<file path="src/rtl/alu_pkg.sv">
// Shared definitions for the ALU share arbiter: op-code values and FSM state encoding.
package alu_pkg;

  localparam logic [2:0] ALU_AND = 3'b000;
  localparam logic [2:0] ALU_OR  = 3'b001;
  localparam logic [2:0] ALU_ADD = 3'b010;
  localparam logic [2:0] ALU_NOR = 3'b100;
  localparam logic [2:0] ALU_SUB = 3'b110;
  localparam logic [2:0] ALU_SLT = 3'b111;

  typedef enum logic [1:0] {
    IDLE = 2'd0,
    EXEC = 2'd1,
    RESP = 2'd2
  } state_e;

endpackage

</file>
<file path="src/rtl/alu_core.sv">
// Combinational WIDTH-bit ALU; undefined op codes yield a zero result with err set.
module alu_core
  import alu_pkg::*;
#(
  parameter int WIDTH = 32,
  parameter int OPW   = 3
) (
  input  logic [OPW-1:0]   op_i,
  input  logic [WIDTH-1:0] a_i,
  input  logic [WIDTH-1:0] b_i,
  output logic [WIDTH-1:0] result_o,
  output logic             err_o
);

  always_comb begin
    result_o = '0;
    err_o    = 1'b0;
    case (op_i)
      ALU_AND: result_o = a_i & b_i;
      ALU_OR:  result_o = a_i | b_i;
      ALU_NOR: result_o = ~(a_i | b_i);
      ALU_ADD: result_o = a_i + b_i;
      ALU_SUB: result_o = a_i - b_i;
      ALU_SLT: result_o = {{(WIDTH-1){1'b0}}, ($signed(a_i) < $signed(b_i))};
      default: err_o    = 1'b1;
    endcase
  end

endmodule

</file>
<file path="src/rtl/alu_share_arbiter.sv">
// Round-robin share of one ALU between two requesters; operands latched, result
// registered and returned over a valid/ready response port (IDLE -> EXEC -> RESP).
module alu_share_arbiter
  import alu_pkg::*;
#(
  parameter int WIDTH = 32,
  parameter int OPW   = 3
) (
  input  logic             clk,
  input  logic             reset,
  input  logic             req0_valid,
  output logic             req0_ready,
  input  logic [OPW-1:0]   req0_op,
  input  logic [WIDTH-1:0] req0_a,
  input  logic [WIDTH-1:0] req0_b,
  input  logic             req1_valid,
  output logic             req1_ready,
  input  logic [OPW-1:0]   req1_op,
  input  logic [WIDTH-1:0] req1_a,
  input  logic [WIDTH-1:0] req1_b,
  output logic             rsp_valid,
  input  logic             rsp_ready,
  output logic             rsp_id,
  output logic [WIDTH-1:0] rsp_result,
  output logic             rsp_zero,
  output logic             rsp_err
);

  state_e           state_q, state_d;
  logic             last_grant_q, last_grant_d;
  logic [OPW-1:0]   op_q, op_d;
  logic [WIDTH-1:0] a_q, a_d, b_q, b_d;
  logic             id_q, id_d;
  logic             rsp_valid_q, rsp_valid_d;
  logic             rsp_id_q, rsp_id_d;
  logic [WIDTH-1:0] rsp_result_q, rsp_result_d;
  logic             rsp_zero_q, rsp_zero_d;
  logic             rsp_err_q, rsp_err_d;

  logic             grant, accept;
  logic [WIDTH-1:0] alu_result;
  logic             alu_err;

  // Contention flips away from the last served requester; a lone requester always wins.
  assign grant      = (req0_valid && req1_valid) ? ~last_grant_q : req1_valid;
  assign accept     = (state_q == IDLE) && (req0_valid || req1_valid);
  assign req0_ready = accept && !grant;
  assign req1_ready = accept && grant;

  alu_core #(.WIDTH(WIDTH), .OPW(OPW)) u_alu (
    .op_i     (op_q),
    .a_i      (a_q),
    .b_i      (b_q),
    .result_o (alu_result),
    .err_o    (alu_err)
  );

  always_comb begin
    state_d      = state_q;
    last_grant_d = last_grant_q;
    op_d         = op_q;
    a_d          = a_q;
    b_d          = b_q;
    id_d         = id_q;
    rsp_valid_d  = rsp_valid_q;
    rsp_id_d     = rsp_id_q;
    rsp_result_d = rsp_result_q;
    rsp_zero_d   = rsp_zero_q;
    rsp_err_d    = rsp_err_q;
    case (state_q)
      IDLE: if (accept) begin
        op_d    = grant ? req1_op : req0_op;
        a_d     = grant ? req1_a  : req0_a;
        b_d     = grant ? req1_b  : req0_b;
        id_d    = grant;
        state_d = EXEC;
      end
      EXEC: begin
        rsp_valid_d  = 1'b1;
        rsp_id_d     = id_q;
        rsp_result_d = alu_result;
        rsp_zero_d   = (alu_result == '0);
        rsp_err_d    = alu_err;
        state_d      = RESP;
      end
      RESP: if (rsp_ready) begin
        rsp_valid_d  = 1'b0;
        last_grant_d = rsp_id_q;
        state_d      = IDLE;
      end
      default: state_d = IDLE;
    endcase
  end

  // last_grant resets to 1 so requester 0 wins the first tie.
  always_ff @(posedge clk or posedge reset) begin
    if (reset) begin
      state_q      <= IDLE;
      last_grant_q <= 1'b1;
      op_q         <= '0;
      a_q          <= '0;
      b_q          <= '0;
      id_q         <= 1'b0;
      rsp_valid_q  <= 1'b0;
      rsp_id_q     <= 1'b0;
      rsp_result_q <= '0;
      rsp_zero_q   <= 1'b0;
      rsp_err_q    <= 1'b0;
    end else begin
      state_q      <= state_d;
      last_grant_q <= last_grant_d;
      op_q         <= op_d;
      a_q          <= a_d;
      b_q          <= b_d;
      id_q         <= id_d;
      rsp_valid_q  <= rsp_valid_d;
      rsp_id_q     <= rsp_id_d;
      rsp_result_q <= rsp_result_d;
      rsp_zero_q   <= rsp_zero_d;
      rsp_err_q    <= rsp_err_d;
    end
  end

  assign rsp_valid  = rsp_valid_q;
  assign rsp_id     = rsp_id_q;
  assign rsp_result = rsp_result_q;
  assign rsp_zero   = rsp_zero_q;
  assign rsp_err    = rsp_err_q;

endmodule

</file>
<file path="config.mk">
export PLATFORM = sky130hd
export DESIGN_NAME = alu_share_arbiter
export DESIGN_NICKNAME = d
export VERILOG_FILES = /design/src/rtl/alu_pkg.sv /design/src/rtl/alu_core.sv /design/src/rtl/alu_share_arbiter.sv
export SDC_FILE = /design/constraint.sdc
export NUM_CORES = 1
export LEC_CHECK = 0
export BUFFER_PORTS_ARGS = -buffer_cell sky130_fd_sc_hd__buf_2
export CORE_MARGIN = 8
export CORE_UTILIZATION = 58
export DETAILED_ROUTE_END_ITERATION = 8
export GPL_ROUTABILITY_DRIVEN = 0
export PLACE_DENSITY = 0.83
export SLEW_MARGIN = 20
export SYNTH_ARGS = -nofsm -noshare
export SYNTH_HDL_FRONTEND = slang
export SYNTH_SLANG_ARGS = --single-unit
export TNS_END_PERCENT = 5
</file>
<file path="constraint.sdc">
create_clock -name clk -period 4.25 [get_ports clk]
set_clock_uncertainty 0.1 [all_clocks]
set_input_delay 0.425 -clock clk [delete_from_list [all_inputs] [get_ports clk]]
set_output_delay 0.425 -clock clk [all_outputs]
set_load 0.1 [all_outputs]
</file>
==> impl_metrics.yaml <==
route:
  drtAntennaViolNets: 0
  drt_first_pass_iters: 9
  dr.first_iter.drc_count: 1428
  detail_route.wl_per_cell_um: 19.5
  wirelength_um: 30600
  vias_per_cell: 6.54
  drcViolationCount: 10
  num_vias: 10258
sta:
  hold_violations: 0
  fmax_ghz: 0.243
  slew_headroom_pct: 26.2
  finalCriticalPeriod_ps: 4120
  timing.final.crit_share_pct: 96.8
  holdWs_ps: 93.1
  tightest_slew_ps: 1080
  worst_slack_ps: 135
  finalSetupViolations: 0
  setup-tns-final_ps: 0
  slew_viol_final: 0
global_routing:
  grt_pass1_vias: 9890
  grt_pass1_wl_um: 49800
  grt_use_total_pct: 28.1
  grt_antenna_before_repair: 0
  grt-ovfl-total: 0
  grt_start_max_net_pins: 70
final_layout:
  layout_commonest_cell: "buf_2"
  syn2layout_area_growth_pct: 14.9
  fin_nets: 1587
  drive_above_1_share_pct: 19.6
  fillers: 1392
  seq_area_um2: 2680
  mostFrequentLayoutCells: "buf_2, inv_1, nor2_1, dfrtp_1, ha_1"
  fin_area_um2: 11200
  num_antenna_cells: 0
  multi_input_area_um2: 6150
run_status:
  status: "finished, violations left"
  violations: "design-rule violations"
min_path:
  hp-class: "in -> async"
yosys:
  ys_seq_elements: 107
  syn-num-nets: 1449
  netlist_area_um2: 9710
  yosysSeqAreaShare_pct: 27.6
  synthDistinctLibCells: 82
  ys_warn_count: 0
  ys.flop_type: "dfrtp_1"
  async_reset_ff_share_pct: 100
  synth_edf_count: 0
  avgSynthCellArea_um2: 8.05
  synth_cells: 1206
cts:
  cts_root_buf: "clkbuf_16"
  clk_latency_ps: 370
  cts.clk_slew.worst_paths_ps: 80
  cts.sinks: 107
  cts_tree: "built"
  ctsHoldBuffers: 0
  h-tree-depth: 3
  cts-buffers-inserted: 9
  clockBufferDepth: 2
place:
  dpl_cell_area_um2: 10800
  io_buffers: 176
  dp_hpwl_um: 22900
  pre_cts_slack_ps: 201
die:
  start_util_pct: 59.0
  die_area_um2: 21100
  ios: 177
  die_h_um: 145
  rows: 47
  die_w_um: 145
  core_um2: 16500
run:
  maxCapViolCount: 0
setup_path:
  required_ps: 4420
  crit_type: "reg -> reg"
  cp.arrival_ps: 4290
  critPathMaxFanout: 4
  end_kind: "flop"
  start_kind: "flop"
-- registers in the layout, summed over array words and instances (netlist names) --
name,cells
b_q,32
rsp_zero,1
rsp_result,32
rsp_id,1
last_grant_q,1
state_q,2
a_q,32
rsp_valid,1
op_q,3
rsp_err,1
id_q,1
-- cells by family after synthesis --
group | Yosys count | synth area share [%]
adders and majority gates | 104 | 13.6
DFF | 107 | 27.6
AOI/OAI and AO/OA | 400 | 30.6
buffers and inverters | 245 | 9.70
xor gates and xnor gates | 10 | 0.902
and+or+nand+nor | 322 | 15.7
muxes | 18 | 1.93
-- worst paths after layout --
path / to / cells past startpoint / from / slack (ps)
setup / recovery: rsp_zero / 15 / a_q[0] / 130
hold / removal: a_q[23] / 2 / reset / 90
setup reg to reg: rsp_zero / 15 / a_q[0] / 130
hold reg to reg: rsp_result[16] / 2 / rsp_result[16] / 370
max in group asynchronous: a_q[6] / 3 / reset / 2920
min in group clk: b_q[24] / 3 / req1_b[24] / 160
-- worst max-delay path: stages, from the launching register on --
cell and delay (ps):
dfrtp_1 400, inv_1 100, ha_1 200, inv_1 70, fa_1 410, nor2b_1 200
o2111ai_1 390, nand3_2 220, a311oi_1 370, a21oi_2 150, a41o_1 340, a21oi_1 250
a2bb2oi_1 190, mux2_2 160, o211ai_1 130, o41ai_2 350
-- cells in the mapped netlist (16+ instances only) --
cell	instances	area, µm²
a222oi_1	67	671
inv_1	165	619
clkbuf_1	59	221
dfrtp_1	106	2650
o211ai_1	24	180
nand2_1	87	327
ha_1	102	1280
nor2_1	107	402
nor3_1	25	125
nand3_1	16	80.1
a21oi_1	87	435
a2111oi_0	16	140
o21ai_0	53	265
-- timing repair --
item / in CTS / in global routing
setup endpoints to repair: 0 / 2
hold endpoints to repair: 0 / 0
setup buffers: 0 / 0
gates resized for setup: 0 / 8
-- layout make-up --
| cell class | count | share of cell area (%) |
|---|---|---|
| multi-input combinational | 854 | 55.1 |
| sequential | 107 | 24.0 |
| timing repair buffer | 206 | 9.91 |
| inverter | 166 | 5.61 |
| tap | 220 | 2.47 |
| clock buffer | 10 | 2.05 |
| clock inverter | 6 | 0.841 |
-- layer usage --
metal,global-route usage (%),share of wire [%]
met1,38.1,41
met2,41.8,42
met3,7.65,13
met4,10.9,3.4
met5,0,0
-- stage by stage --
stage	std cells	util [%]
after floorplan	1206	-
after global placement	1553	65.6
after detailed placement	1553	65.6
after CTS	1569	67.5
after global routing	1569	67.8
final	1569	67.8
Power is left out: the tool's default activity adds up to more than one toggle a clock period on the data nets, which glitch-free logic cannot reach.
